## src/rtl/press_gen.sv

```systemverilog
// Turns single-cycle request pulses into fixed-length active-low presses with a release gap.
// Optional sticky overflow output enabled by PRESS_GEN_OVF_EN.
module press_gen #(
  parameter int HOLD_CYCLES = 4,
  parameter int GAP_CYCLES  = 2,
  parameter int CNT_W       = 8,
  parameter int QDEPTH_W    = 2
) (
  input  logic                CLK,
  input  logic                RST,
  input  logic                p_in,
  output logic                b_out,
  output logic                busy,
  output logic [QDEPTH_W-1:0] pend_cnt
`ifdef PRESS_GEN_OVF_EN
  ,
  output logic                ovf
`endif
);

  typedef enum logic [1:0] {
    IDLE  = 2'd0,
    PRESS = 2'd1,
    GAP   = 2'd2
  } state_t;

  localparam logic [CNT_W-1:0] HLD = CNT_W'(HOLD_CYCLES - 1);
  localparam logic [CNT_W-1:0] GP  = CNT_W'(GAP_CYCLES - 1);
  localparam logic [CNT_W-1:0] ONE = CNT_W'(1);

  state_t              state_q, state_d;
  logic [CNT_W-1:0]    cnt_q, cnt_d;
  logic [QDEPTH_W-1:0] pend_q, pend_d;
  logic                b_out_q, b_out_d;
  logic                busy_q, busy_d;

  logic [QDEPTH_W-1:0] p_ext;
  logic [QDEPTH_W-1:0] one_ext;
  logic [QDEPTH_W:0]   req;
  logic                launch;
  logic                drop;

  always_comb begin
    p_ext      = '0;
    p_ext[0]   = p_in;
    one_ext    = '0;
    one_ext[0] = 1'b1;
    req        = {1'b0, pend_q} + {1'b0, p_ext};
    state_d    = state_q;
    cnt_d      = cnt_q;
    launch     = 1'b0;
    case (state_q)
      IDLE: begin
        if (p_in) begin
          state_d = PRESS;
          cnt_d   = HLD;
          launch  = 1'b1;
        end
      end
      PRESS: begin
        if (cnt_q != '0) begin
          cnt_d = cnt_q - ONE;
        end else begin
          state_d = GAP;
          cnt_d   = GP;
        end
      end
      GAP: begin
        if (cnt_q != '0) begin
          cnt_d = cnt_q - ONE;
        end else if (req != '0) begin
          state_d = PRESS;
          cnt_d   = HLD;
          launch  = 1'b1;
        end else begin
          state_d = IDLE;
          cnt_d   = '0;
        end
      end
      default: begin
        state_d = IDLE;
        cnt_d   = '0;
      end
    endcase
    // req's top bit set means the count would exceed saturation
    drop = !launch && req[QDEPTH_W];
    if (launch)
      pend_d = pend_q + p_ext - one_ext;
    else if (drop)
      pend_d = '1;
    else
      pend_d = req[QDEPTH_W-1:0];
    b_out_d = (state_d != PRESS);
    busy_d  = (state_d != IDLE);
  end

  always_ff @(posedge CLK) begin
    if (!RST) begin
      state_q <= IDLE;
      cnt_q   <= '0;
      pend_q  <= '0;
      b_out_q <= 1'b1;
      busy_q  <= 1'b0;
    end else begin
      state_q <= state_d;
      cnt_q   <= cnt_d;
      pend_q  <= pend_d;
      b_out_q <= b_out_d;
      busy_q  <= busy_d;
    end
  end

  assign b_out    = b_out_q;
  assign busy     = busy_q;
  assign pend_cnt = pend_q;

`ifdef PRESS_GEN_OVF_EN
  logic ovf_q, ovf_d;

  always_comb begin
    ovf_d = ovf_q | drop;
  end

  always_ff @(posedge CLK) begin
    if (!RST) ovf_q <= 1'b0;
    else      ovf_q <= ovf_d;
  end

  assign ovf = ovf_q;
`endif

endmodule

```

## config.mk

```make
export PLATFORM = sky130hd
export DESIGN_NAME = press_gen
export DESIGN_NICKNAME = d
export VERILOG_FILES = /design/src/rtl/press_gen.sv
export SDC_FILE = /design/constraint.sdc
export NUM_CORES = 1
export LEC_CHECK = 0
export ABC_AREA = 1
export BUFFER_PORTS_ARGS = -buffer_cell sky130_fd_sc_hd__buf_4
export CORE_MARGIN = 1.5
export CORE_UTILIZATION = 45
export DETAILED_ROUTE_END_ITERATION = 6
export SLEW_MARGIN = 20
export SYNTH_ARGS = -nofsm -noshare
export SYNTH_HDL_FRONTEND = slang
export SYNTH_SLANG_ARGS = --single-unit
```

## constraint.sdc

```tcl
create_clock -name CLK -period 1.7 [get_ports CLK]
set_clock_uncertainty 0.05 [all_clocks]
set_input_delay 0.17 -clock CLK [delete_from_list [all_inputs] [get_ports CLK]]
set_output_delay 0.17 -clock CLK [all_outputs]
set_load 0.1 [all_outputs]
```

==> results by group <==
STA
  – RSZ-0062 raised after global routing: false
  – Final hold violation count: 0
  – Final critical-path share of the clock period: 91.51%
  – Final count of pins violating max slew: 0
  – Final total negative setup slack: 0 ns
  – Max Fclk: 642.8 MHz
  – Worst slew pin tran: 0.2797 ns
  – Final Worst Setup Slack: 0.1444 ns
  – Final setup violation count: 0
  – Minimum clock period after layout: 1.556 ns
  – Max-Slew Margin vs Limit: 81.51%

Synth
  – Synthesized netlist net count: 127
  – Synth Warn #: 0
  – Synth async-reset ratio: 0%
  – Mean instance size in the synthesized netlist: 6.996 µm²
  – Synth area leader: sky130_fd_sc_hd__dfxtp_1
  – Number of distinct library cell variants in the gate-level netlist after synthesis: 22
  – Count of flip-flops with a built-in enable after synthesis: 0
  – Most used DFF post-synth: sky130_fd_sc_hd__dfxtp_1
  – List of most frequent post-synthesis cells: 28 x sky130_fd_sc_hd__nand2_1, 18 x sky130_fd_sc_hd__inv_1, 14 x sky130_fd_sc_hd__dfxtp_1
  – Dominant cell by count in the synthesized netlist: sky130_fd_sc_hd__nand2_1
  – Cell types with the largest area share after synthesis: sky130_fd_sc_hd__dfxtp_1 33%, sky130_fd_sc_hd__nand2_1 13%, sky130_fd_sc_hd__inv_1 8.0%
  – Netlist Area Pre-Place: 839.6 µm²
  – Syn Inst Count: 120
  – Synth top area share: 33.38%
  – #FFs+latches synth: 14
  – Portion of the post-synthesis area used by sequential elements: 33.38%

Setup path
  – Critical path type: flip-flop to flip-flop
  – Cells along the critical path: inv_1 > ha_1 > nand2_1 > nor2_4 > inv_1 > nand2_1 > nand3_2 > nand2_2 > nand2_2
  – CP required: 1.84 ns
  – Slowest stage delay, CP: 0.31 ns
  – Buffers & Inverters on Critical Path: 2
  – Arrival @ worst endpoint: 1.70 ns
  – Worst Setup Start Kind: flip-flop
  – Largest driver fanout on the critical path: 6
  – Crit path max-delay family: simple AND/OR/NAND/NOR gates
  – Endpoint kind of the worst setup timing path: flip-flop
  – Critical Path Slowest Stage Cell: sky130_fd_sc_hd__dfxtp_1

GRT
  – Antenna violations before repair: 0
  – Vias in the first global route: 625
  – First-pass GRT wire length: 2.532 mm
  – Largest net degree at the start of global routing: 10
  – Total grt overflow: 0
  – GR Util All Layers: 17.31%

Power
  – Maximum vdd ir drop: 0.001332 V
  – Static leakage: 0.4521 nW
  – Pwr Density: 2046 mW/mm²

Placed design
  – Post-placement cell count: 150
  – Pre-CTS setup slack: 0.1585 ns
  – DP Wirelength: 1.207 mm
  – GPL Wtd Cong: 0.8010
  – Port Buf Inserts: 6

Floorplanning
  – Die Outline Area: 0.002134 mm²
  – Die boundary width: 46.20 µm
  – Die Y: 46.20 µm
  – Count of boundary I/O pins: 7
  – Area of the core region: 0.001745 mm²
  – Starting utilization of the core area: 48.10%
  – Row count: 15

Layout
  – Ratio of cells with drive above 1 in the final layout: 20.93%
  – Number of antenna repair diodes: 0
  – Cell Count, Final, Fillers Out: 154
  – Relative area change from synthesis to final layout: 13.41%
  – Number of nets in the final layout: 137

Drt
  – Number of detailed-route iterations in the first pass: 4
  – Iteration-0 DRC count of the detailed router: 4
  – Average wire length per cell after detail routing: 10.11 µm
  – DRC: 0
  – Avg Vias per Cell: 4.857
  – Routed Wire Length: 1.557 mm
  – Total via count after detailed routing: 748
  – Antenna violation net count after detailed routing: 0

Status
  – Result of the run: finished clean

Clock network
  – Insertion delay to the later sink of the worst-skew pair: 0.29 ns
  – Total clock buffers created by CTS: 3
  – Clk sinks: 14
  – Number of instances resized during post-cts repair: 0
  – Clk buf depth: 2
  – Post-CTS setup buffers: 0
  – Clock H-tree levels: 1
  – Clock transition at the registers of the reported paths: 0.09 ns
  – TritonCTS clock tree: done
  – CTS Hold Bufs: 0
  – Cell at the root of the clock tree: sky130_fd_sc_hd__clkbuf_4

Hold path
  – Classification of the worst-slack hold path: input pin to flip-flop

Job
  – Number of max-cap violations: 0
-- final cells by class --
cell class	instances	area, µm²
fillers	192	793.3
multi-input cells	85	479.2
flip-flops and latches	14	285.3
inverters	20	75.07
repair buffers	6	45.04
clock buffers	4	36.28
well taps	25	31.28
-- sequential cells by signal, summed over array words and instances, names as in the netlist --
register,count
cnt_q,8
busy,1
b_out,1
state_q,2
pend_cnt,2
-- metrics by stage --
step	hold slack, ns	utilization, %	power (W)	area (µm²)
floorplan	0.3036	-	0.001516	844.6
detailed placement	0.3923	52.47	0.001713	915.9
CTS	0.08720	54.55	0.001964	952.2
finish	0.08899	54.55	0.001948	952.2
global placement	0.3872	52.47	0.001703	915.9
global route	0.1004	54.55	0.002117	952.2
-- layout by cell type (no fill, tap or decap) --
cell type	count
sky130_fd_sc_hd__xnor2_1	2
sky130_fd_sc_hd__dfxtp_2	1
sky130_fd_sc_hd__nand2_1	28
sky130_fd_sc_hd__clkbuf_4	3
sky130_fd_sc_hd__nor2_2	3
sky130_fd_sc_hd__a21oi_1	8
sky130_fd_sc_hd__nand3b_1	1
sky130_fd_sc_hd__inv_2	2
sky130_fd_sc_hd__nor3_1	1
sky130_fd_sc_hd__xor2_1	1
sky130_fd_sc_hd__nor2_4	4
sky130_fd_sc_hd__clkbuf_8	1
sky130_fd_sc_hd__o21ai_0	3
sky130_fd_sc_hd__nand4_1	2
sky130_fd_sc_hd__dfxtp_1	12
sky130_fd_sc_hd__nand3_4	1
sky130_fd_sc_hd__dfxtp_4	1
sky130_fd_sc_hd__nand2_2	3
sky130_fd_sc_hd__buf_4	6
sky130_fd_sc_hd__nand3_1	11
sky130_fd_sc_hd__o21ai_1	1
sky130_fd_sc_hd__nor2_1	10
sky130_fd_sc_hd__inv_1	18
sky130_fd_sc_hd__nor3_2	1
sky130_fd_sc_hd__nand3_2	1
sky130_fd_sc_hd__ha_1	4
-- worst register-to-register path: stages, from the launching register on --
cell                      delay (ns)
sky130_fd_sc_hd__dfxtp_1        0.31
sky130_fd_sc_hd__inv_1          0.10
sky130_fd_sc_hd__ha_1           0.26
sky130_fd_sc_hd__nand2_1        0.12
sky130_fd_sc_hd__nor2_4         0.23
sky130_fd_sc_hd__inv_1          0.11
sky130_fd_sc_hd__nand2_1        0.08
sky130_fd_sc_hd__nand3_2        0.07
sky130_fd_sc_hd__nand2_2        0.08
sky130_fd_sc_hd__nand2_2        0.04
-- final timing paths --
path / startpoint / endpoint / slack, ns / depth (start not counted)
worst max-delay path: cnt_q[0] / busy / 0.14 / 9
worst min-delay path: RST / cnt_q[0] / 0.09 / 3
worst max register to register: cnt_q[0] / busy / 0.14 / 9
worst min register to register: cnt_q[7] / cnt_q[7] / 0.45 / 2
-- power breakdown --
part | internal [W] | total (W) | switching (W)
clock network | 0.000131 | 0.000246 | 0.000116
registers | 0.000438 | 0.000521 | 0.0000832
logic | 0.000368 | 0.00118 | 0.000814
-- logic make-up (layout without fill, tap and decap cells) --
family | after synthesis | count (layout) | share of synthesized area, %
fa+ha+maj | 4 | 4 | 5.961
buf+inv | 21 | 30 | 9.537
xor+xnor | 3 | 3 | 3.130
simple gates | 66 | 66 | 40.83
flops | 14 | 14 | 33.38
compound gates | 12 | 12 | 7.153
-- per-layer routing --
layer	GRT usage (%)	routed length, µm	vias to the layer above
met5	0	0	-
met3	5.490	51	5
li1	-	-	400
met1	22.22	798	331
met2	24.17	669	12
met4	12.00	39	0
Note: power is estimated with default switching activity, not from simulation.
